$ cat src/rtl/led_pattern_gen_if.sv
// Control and LED bundle for led_pattern_gen.
// Master drives run/mode/divisor; slave returns the LED bank and step pulse.
interface led_pattern_gen_if #(
    parameter int WIDTH = 8,
    parameter int DIV_W = 4
);
    logic             en;
    logic [2:0]       mode;
    logic [DIV_W-1:0] div;
    logic [WIDTH-1:0] q;
    logic             step;

    modport master (
        output en,
        output mode,
        output div,
        input  q,
        input  step
    );

    modport slave (
        input  en,
        input  mode,
        input  div,
        output q,
        output step
    );
endinterface

$ cat src/rtl/led_pattern_gen.sv
// Prescaled LED pattern generator: alternate, rotate, bounce, bar fill, blink.
// All outputs are flops; a mode change reloads the seed and restarts the prescaler.
module led_pattern_gen #(
    parameter int WIDTH = 8,
    parameter int DIV_W = 4
) (
    input  logic              clk,
    input  logic              rs,
    led_pattern_gen_if.slave  bus
);

    typedef enum logic [2:0] {
        M_ALT    = 3'b000,
        M_SHL    = 3'b001,
        M_SHR    = 3'b010,
        M_BOUNCE = 3'b011,
        M_FILL   = 3'b100,
        M_BLINK  = 3'b101,
        M_RSV6   = 3'b110,
        M_RSV7   = 3'b111
    } mode_e;

    localparam logic [WIDTH-1:0] ALT_SEED = {(WIDTH/2){2'b10}};
    localparam logic [WIDTH-1:0] ONE_HOT0 = WIDTH'(1);
    localparam logic [WIDTH-1:0] ALL_ONES = '1;
    localparam logic [WIDTH-1:0] ZERO     = '0;

    logic [WIDTH-1:0] q_q, q_d;
    logic [DIV_W-1:0] cnt_q, cnt_d;
    mode_e            mode_q, mode_d;
    logic             dir_q, dir_d;
    logic             step_q, step_d;

    logic  load;
    logic  tick;
    mode_e mode_in;

    assign mode_in = mode_e'(bus.mode);
    assign load    = (mode_in != mode_q);
    assign tick    = !load && bus.en && (cnt_q >= bus.div);

    always_comb begin
        q_d    = q_q;
        cnt_d  = cnt_q;
        mode_d = mode_q;
        dir_d  = dir_q;
        step_d = 1'b0;

        if (load) begin
            mode_d = mode_in;
            cnt_d  = '0;
            dir_d  = 1'b0;
            case (mode_in)
                M_ALT:                  q_d = ALT_SEED;
                M_SHL, M_SHR, M_BOUNCE: q_d = ONE_HOT0;
                M_FILL, M_BLINK:        q_d = ZERO;
                default:                q_d = q_q;
            endcase
        end else if (bus.en) begin
            cnt_d = tick ? '0 : cnt_q + DIV_W'(1);
            if (tick) begin
                step_d = 1'b1;
                case (mode_q)
                    M_ALT: q_d = ~q_q;
                    M_SHL: q_d = {q_q[WIDTH-2:0], q_q[WIDTH-1]};
                    M_SHR: q_d = {q_q[0], q_q[WIDTH-1:1]};
                    M_BOUNCE: begin
                        // An empty bank would never move again; reseed it.
                        if (q_q == ZERO) begin
                            q_d = ONE_HOT0;
                        end else if (!dir_q) begin
                            if (q_q[WIDTH-1]) begin
                                q_d   = q_q >> 1;
                                dir_d = 1'b1;
                            end else begin
                                q_d = q_q << 1;
                            end
                        end else begin
                            if (q_q[0]) begin
                                q_d   = q_q << 1;
                                dir_d = 1'b0;
                            end else begin
                                q_d = q_q >> 1;
                            end
                        end
                    end
                    M_FILL: begin
                        if (q_q == ALL_ONES) q_d = ZERO;
                        else                 q_d = {q_q[WIDTH-2:0], 1'b1};
                    end
                    M_BLINK: begin
                        if (q_q == ALL_ONES) q_d = ZERO;
                        else                 q_d = ALL_ONES;
                    end
                    default: begin
                        q_d    = q_q;
                        step_d = 1'b0;
                    end
                endcase
            end
        end
    end

    always_ff @(posedge clk) begin
        if (rs) begin
            q_q    <= ALT_SEED;
            cnt_q  <= '0;
            mode_q <= M_ALT;
            dir_q  <= 1'b0;
            step_q <= 1'b0;
        end else begin
            q_q    <= q_d;
            cnt_q  <= cnt_d;
            mode_q <= mode_d;
            dir_q  <= dir_d;
            step_q <= step_d;
        end
    end

    assign bus.q    = q_q;
    assign bus.step = step_q;

endmodule

$ cat src/flat_wrapper.sv
// flat-port wrapper written by rule: the top's interface ports become plain ports
module led_pattern_gen_flat 
#(
    parameter int WIDTH = 8,
    parameter int DIV_W = 4
)
  (clk, rs, bus_en, bus_mode, bus_div, bus_q, bus_step);
  led_pattern_gen_if #(.WIDTH(WIDTH), .DIV_W(DIV_W)) bus_i ();
  input  logic clk;
  input  logic rs;
  input wire logic [$bits(bus_i.en)-1:0] bus_en;
  input wire logic [$bits(bus_i.mode)-1:0] bus_mode;
  input wire logic [$bits(bus_i.div)-1:0] bus_div;
  output wire logic [$bits(bus_i.q)-1:0] bus_q;
  output wire logic [$bits(bus_i.step)-1:0] bus_step;
  assign bus_i.en = bus_en;
  assign bus_i.mode = bus_mode;
  assign bus_i.div = bus_div;
  assign bus_q = bus_i.q;
  assign bus_step = bus_i.step;
  led_pattern_gen #(.WIDTH(WIDTH), .DIV_W(DIV_W)) u_core (.clk(clk), .rs(rs), .bus(bus_i));
endmodule
$ cat config.mk
export PLATFORM = sky130hd
export DESIGN_NAME = led_pattern_gen_flat
export DESIGN_NICKNAME = d
export VERILOG_FILES = /design/src/rtl/led_pattern_gen_if.sv /design/src/rtl/led_pattern_gen.sv /design/src/flat_wrapper.sv
export SDC_FILE = /design/constraint.sdc
export NUM_CORES = 1
export LEC_CHECK = 0
export ABC_AREA = 1
export CAP_MARGIN = 20
export CORE_MARGIN = 4
export CORE_UTILIZATION = 44
export DETAILED_ROUTE_END_ITERATION = 8
export GPL_ROUTABILITY_DRIVEN = 0
export PLACE_DENSITY = 0.75
export SLEW_MARGIN = 0
export SYNTH_ARGS = -nofsm -noshare
export SYNTH_HDL_FRONTEND = slang
export SYNTH_SLANG_ARGS = --single-unit
$ cat constraint.sdc
create_clock -name clk -period 1.8 [get_ports clk]
set_input_delay 0.18 -clock clk [delete_from_list [all_inputs] [get_ports clk]]
set_output_delay 0.18 -clock clk [all_outputs]
set_load 0.01 [all_outputs]
# Yosys cells after proc, flatten, opt, wreduce, memory -nomap -nowiden
# Index checks and enable logic that the tools add are counted.
totals:
  reg_bits: 17
  input_bits: 10
  out_inout_bits: 9
op_classes:
  n_addsub: 1
  n_mux: 16
  reduce_logical: 16
  n_bitwise: 4
  n_lt_le_gt_ge: 1
  n_eq_ne: 13
op_table:
  columns: ["operator", "count"]
  rows:
  - ["2-to-1 mux 8 bit", 9]
  - ["one-hot mux 8 bit (6 select lines)", 1]
  - ["one-hot mux 8 bit (3 select lines)", 1]
  - ["== test 3 x 2 -> 1 bit (second input constant)", 4]
  - ["== test 3 bit (second input constant)", 4]
  - ["== test 8 bit (second input constant)", 1]
  - ["zero test 8 bit", 1]
  - ["NOT 8 bit", 1]
  - ["AND reduction 4 bit", 2]
  - ["nonzero test 7 bit", 1]
  - ["== test 3 x 1 -> 1 bit (second input constant)", 2]
  - ["zero test 3 bit", 2]
  - ["OR reduction 6 bit", 1]
  - ["adder 4 x 1 -> 4 bit (second input constant)", 1]
  - ["greater-or-equal comparator 4 bit", 1]
  - ["2-to-1 mux 1 bit", 4]
  - ["2-to-1 mux 4 bit", 1]
  - ["inequality test 4 bit (second input constant)", 1]
  - ["nonzero test 2 bit", 2]
  - ["OR reduction 2 bit", 2]
  - ["OR reduction 4 bit", 1]
  - ["inequality test 3 bit", 1]
  - ["NOT 1 bit", 3]
  - ["OR reduction 3 bit", 1]
  - ["other kinds (2)", 3]

# Depth between registers and ports, before layout
# Gate-level depths: netlist of the first run.
depth:
  ltp_word: 7
  mapped_depth: 13
  depth_no_buf: 12

# Worst setup path before layout of the first run
# OpenSTA, ideal clock, no wires.
synth_path:
  kind: "register -> register"
  from: "register u_core.q_q[6], in the netlist u_core.bus.q[6]"
  to: "register u_core.q_q[0], in the netlist u_core.bus.q[0]"
  slack_ns: 0.353
  t_arrival_ns: 1.332
  period_less_slack_ns: 1.447
  path_stages_with_launch: 13
  path_cell_list: "dfxtp_1 > buf_2 > nand2_1 > nor2_1 > nand2_1 > nand2_1 > nand2_1 > nor2_1 > nand3_1 > nand2_1 > nand2_1 > nor2_1 > nor2_1"
synth_between:
  elab_chain_cells: 6
  word_cells_on_any_way: 9
  cone_classes: "eq/ne (1); mux (7); reduce/logical (1)"
synth_lines:
  columns: ["item", "line_no", "source"]
  rows:
  - ["start, declared", "led_pattern_gen.sv:28", "logic [WIDTH-1:0] q_q, q_d;"]
  - ["start signal, assigned", "led_pattern_gen.sv:112", "q_q <= q_d;"]
  - ["== test 8 bit or zero test 8 bit (tied branches)", "led_pattern_gen.sv:88, led_pattern_gen.sv:92, led_pattern_gen.sv:69", null]
  - ["2-to-1 mux 8 bit, on equally long branches", "led_pattern_gen.sv:92, led_pattern_gen.sv:88, led_pattern_gen.sv:69", null]
  - ["one-hot mux 8 bit (6 select lines) (*)", "led_pattern_gen.sv:63", "case (mode_q)"]
  - ["2-to-1 mux 8 bit (*)", "led_pattern_gen.sv:61", "if (tick) begin"]
  - ["2-to-1 mux 8 bit (*)", "led_pattern_gen.sv:59", "end else if (bus.en) begin"]
  - ["2-to-1 mux 8 bit (*)", "led_pattern_gen.sv:49", "if (load) begin"]
# Every way passes the cells marked *; elsewhere a longest branch is shown, timed or not. The select of a mux whose other input is x is not followed.
# A chain may end at the register's enable or synchronous reset.

# Worst setup path in the final report of the first run
layout_path:
  from: "register u_core.cnt_q[1]"
  to: "register u_core.q_q[6], in the netlist u_core.bus.q[6]"
layout_between:
  elab_chain_cells: 4
layout_lines:
  columns: ["item", "line_no", "source"]
  rows:
  - ["start, declared", "led_pattern_gen.sv:29", "logic [DIV_W-1:0] cnt_q, cnt_d;"]
  - ["start signal, assigned", "led_pattern_gen.sv:113", "cnt_q <= cnt_d;"]
  - ["greater-or-equal comparator 4 bit", "led_pattern_gen.sv:40", "assign tick = !load && bus.en && (cnt_q >= bus.div);"]
  - ["logical AND 1 bit", "led_pattern_gen.sv:40", null]
  - ["nonzero test 2 bit (no source line)", null, null]
  - ["AND reduction 4 bit (no source line)", null, null]
# Every way passes these cells.

==> run_results.csv, run 1 <==
group,metric,value,unit
final_layout,instances_no_fill,333,
critical_path,crit_type,"reg -> reg",
power,power_leakage,0.869,nW
job,max-cap-violations,0,
floorplan,fp.dieW,65.6,um
drt,ant_nets,0,
global_route,first_global_vias,1575,
drt,vias,1685,
synthesis,synth-edff-count,0,
final_layout,drive_gt1_frac,0.0900,
cts,clock-sinks,17,
critical_path,cp.arrival,1.90,ns
sta,maxSlewViolCount,0,
drt,drt_pass1_iterations,4,
drt,drc,0,
floorplan,ios,19,
floorplan,die_y,65.6,um
synthesis,ys_ff_latch,17,
sta,slew_headroom,0.754,
drt,avgViaCountPerCell,5.06,
cts,cts-root-buf,"clkbuf_4",
final_layout,n_antenna_cell,0,
sta,fin_crit,1.64,ns
synthesis,synth_top_area_share,0.233,
synthesis,synth_largest_area_cell,"dfxtp_1",
power,power.density,551,mW/mm^2
power,ir_worst_vdd,0.000403,V
critical_path,cpMaxStageDelayCell,"dfxtp_1",
sta,rsz0062_at_grt,"no",
global_route,gr-usage-all-layers,0.203,
cts,h-tree-depth,1,
drt,post_drt_wl_per_cell,11.8,um
final_layout,area_growth,22.8,%
synthesis,synth.area.top_cells,"dfxtp_1 (23%), nand2_1 (22%), inv_1 (9.5%)",
synthesis,synthFlopType,"dfxtp_1",
cts,cts_inserted_buffers,3,
floorplan,fp-row-count,20,
critical_path,worstSetupEndpointType,"register",
drt,wirelength,3.93,mm
cts,post_cts_buffers,0,
cts,cts-resized-gates,0,
cts,path_clk_slew,0.11,ns
synthesis,synthArstFlopShare,0,
drt,drt-initial-drc-count,126,
sta,final-setup-viol-count,0,
sta,min_period_over_period,0.913,
hold_path,min_path_type,"in -> reg",
outcome,status,"completed",
critical_path,required,2.06,ns
floorplan,dieArea,0.00430,mm^2
synthesis,post_synth.cell_area_avg,5.61,um^2
cts,cts_buffer_depth,2,
floorplan,core-area,0.00310,mm^2
critical_path,worstPathCellList,"ha_1 > inv_1 > o21bai_1 > nand3_1 > nand3_1 > nand3_2 > nor2_1 > nand3_1 > nand2_1",
synthesis,yosysMostFrequentCell,"nand2_1",
cts,clock_latency,0.30,ns
critical_path,cpMostUsedCell,"nand3_1",
synthesis,synth_area,0.00146,mm^2
final_layout,final_core_util,0.577,
cts,ctsHoldBuffers,0,
synthesis,yosysSeqAreaShare,0.233,
sta,whs,0.467,ns
placement,dp_hpwl,3.12,mm
sta,clock_skew,0.00199,ns
sta,hold_violations,0,
placement,place_inst,329,
synthesis,synth_nets,275,
critical_path,crit_path_start_kind,"register",
global_route,antenna_found_initial,0,
global_route,grt_max_degree,11,
placement,io_buffer_count,18,
synthesis,yosysWarnings,0,
synthesis,synthDistinctLibCells,24,
global_route,overflow,0,
sta,fmax,0.609,GHz
synthesis,netlist_top_cells_count,"nand2_1 (87), inv_1 (37), nor2_1 (29)",
sta,tightest_slew,0.368,ns
cts,cts_tree,"yes",
global_route,grt_pass1_wl,6.92,mm
synthesis,synth_cells,260,
critical_path,crit_fanout,5,
floorplan,start_util,0.470,
critical_path,cpPeakStageDelay,0.36,ns
final_layout,num-nets-final,305,
metal layers:
layer	GRT usage	wire length, um	vias to the layer above	part of all wire
met5	0	0	-	0
met1	0.265	1800	735	0.46
met2	0.324	1800	57	0.46
met3	0.0342	275	6	0.070
li1	-	-	887	-
met4	0.0959	50	0	0.013
logic make-up after synthesis:
family / synth area share
simple gates: 0.447
buf+inv: 0.130
flops: 0.233
fa+ha+maj: 0.0429
xor+xnor: 0.0240
compound gates: 0.123
where the power goes:
group | total (mW) | switching (mW) | internal, mW
Combinational | 0.342 | 0.196 | 0.146
Clock | 0.220 | 0.137 | 0.0830
Sequential | 0.425 | 0.0283 | 0.396
Total | 0.987 | 0.362 | 0.625
stage by stage:
stage                     setup slack [ns]  instance area [um^2]  TNS (ns)  power [mW]
after floorplan                      0.353                  1460         0       0.639
after global placement              -0.101                  1760    -0.571       0.769
after detailed placement            -0.141                  1760    -0.783       0.773
after CTS                            0.165                  1790         0       0.990
after global routing                0.0744                  1790         0        1.06
final                                0.157                  1790         0       0.987
worst max-delay path: cells and delay by family (launching register included):
| family | cells | cell delay [ns] |
|---|---|---|
| buf+inv | 1 | 0.04 |
| compound gates | 1 | 0.11 |
| flops | 1 | 0.36 |
| simple gates | 6 | 0.78 |
| fa+ha+maj | 1 | 0.30 |
path summary, 6_finish.rpt:
path,slack (ns),startpoint,cells after the start,endpoint
worst max-delay path,0.16,u_core.cnt_q[1],9,u_core.bus.q[6]
worst min-delay path,0.47,bus_mode[0],3,u_core.mode_q[0]
worst max register to register,0.16,u_core.cnt_q[1],9,u_core.bus.q[6]
worst min register to register,0.51,u_core.cnt_q[2],2,u_core.cnt_q[2]
cell usage in the layout (no fill, tap or decap):
cell             instances
nor2_2                   1
o21bai_1                 1
nor2_1                  29
o21ai_1                  4
buf_4                   15
nand4_1                  6
xnor2_1                  4
clkdlybuf4s50_1         18
nand2_4                  1
nor3_2                   1
nand3_1                 26
nand2_2                  1
nand2_1                 87
o21ai_0                 11
dfxtp_1                 17
a21oi_1                 13
o32ai_1                  1
clkinv_2                 1
nand3_2                  1
inv_1                   37
o211ai_1                 3
nor3_1                   1
inv_2                    2
ha_1                     5
clkbuf_4                 3
state kept, by name, summed over array words and instances (netlist names):
name             count
u_core.mode_q        3
u_core.bus.q         8
u_core.dir_q         1
u_core.cnt_q         4
u_core.bus.step      1
area by class of cell:
cell class,instances,area [um^2]
Tap cell,44,55.1
Clock buffer,3,22.5
Clock inverter,1,5.00
Fill cell,340,1310
Inverter,39,146
Multi-Input combinational cell,196,928
Timing Repair Buffer,33,293
Sequential cell,17,340
Power figures use the tool's default switching activity.
==> run 2, diff against run 1 <==
- CAP_MARGIN: 20 -> unset
==> results of run 2 <==
The final DEF is identical to that of run 1; final timing and power are the same.
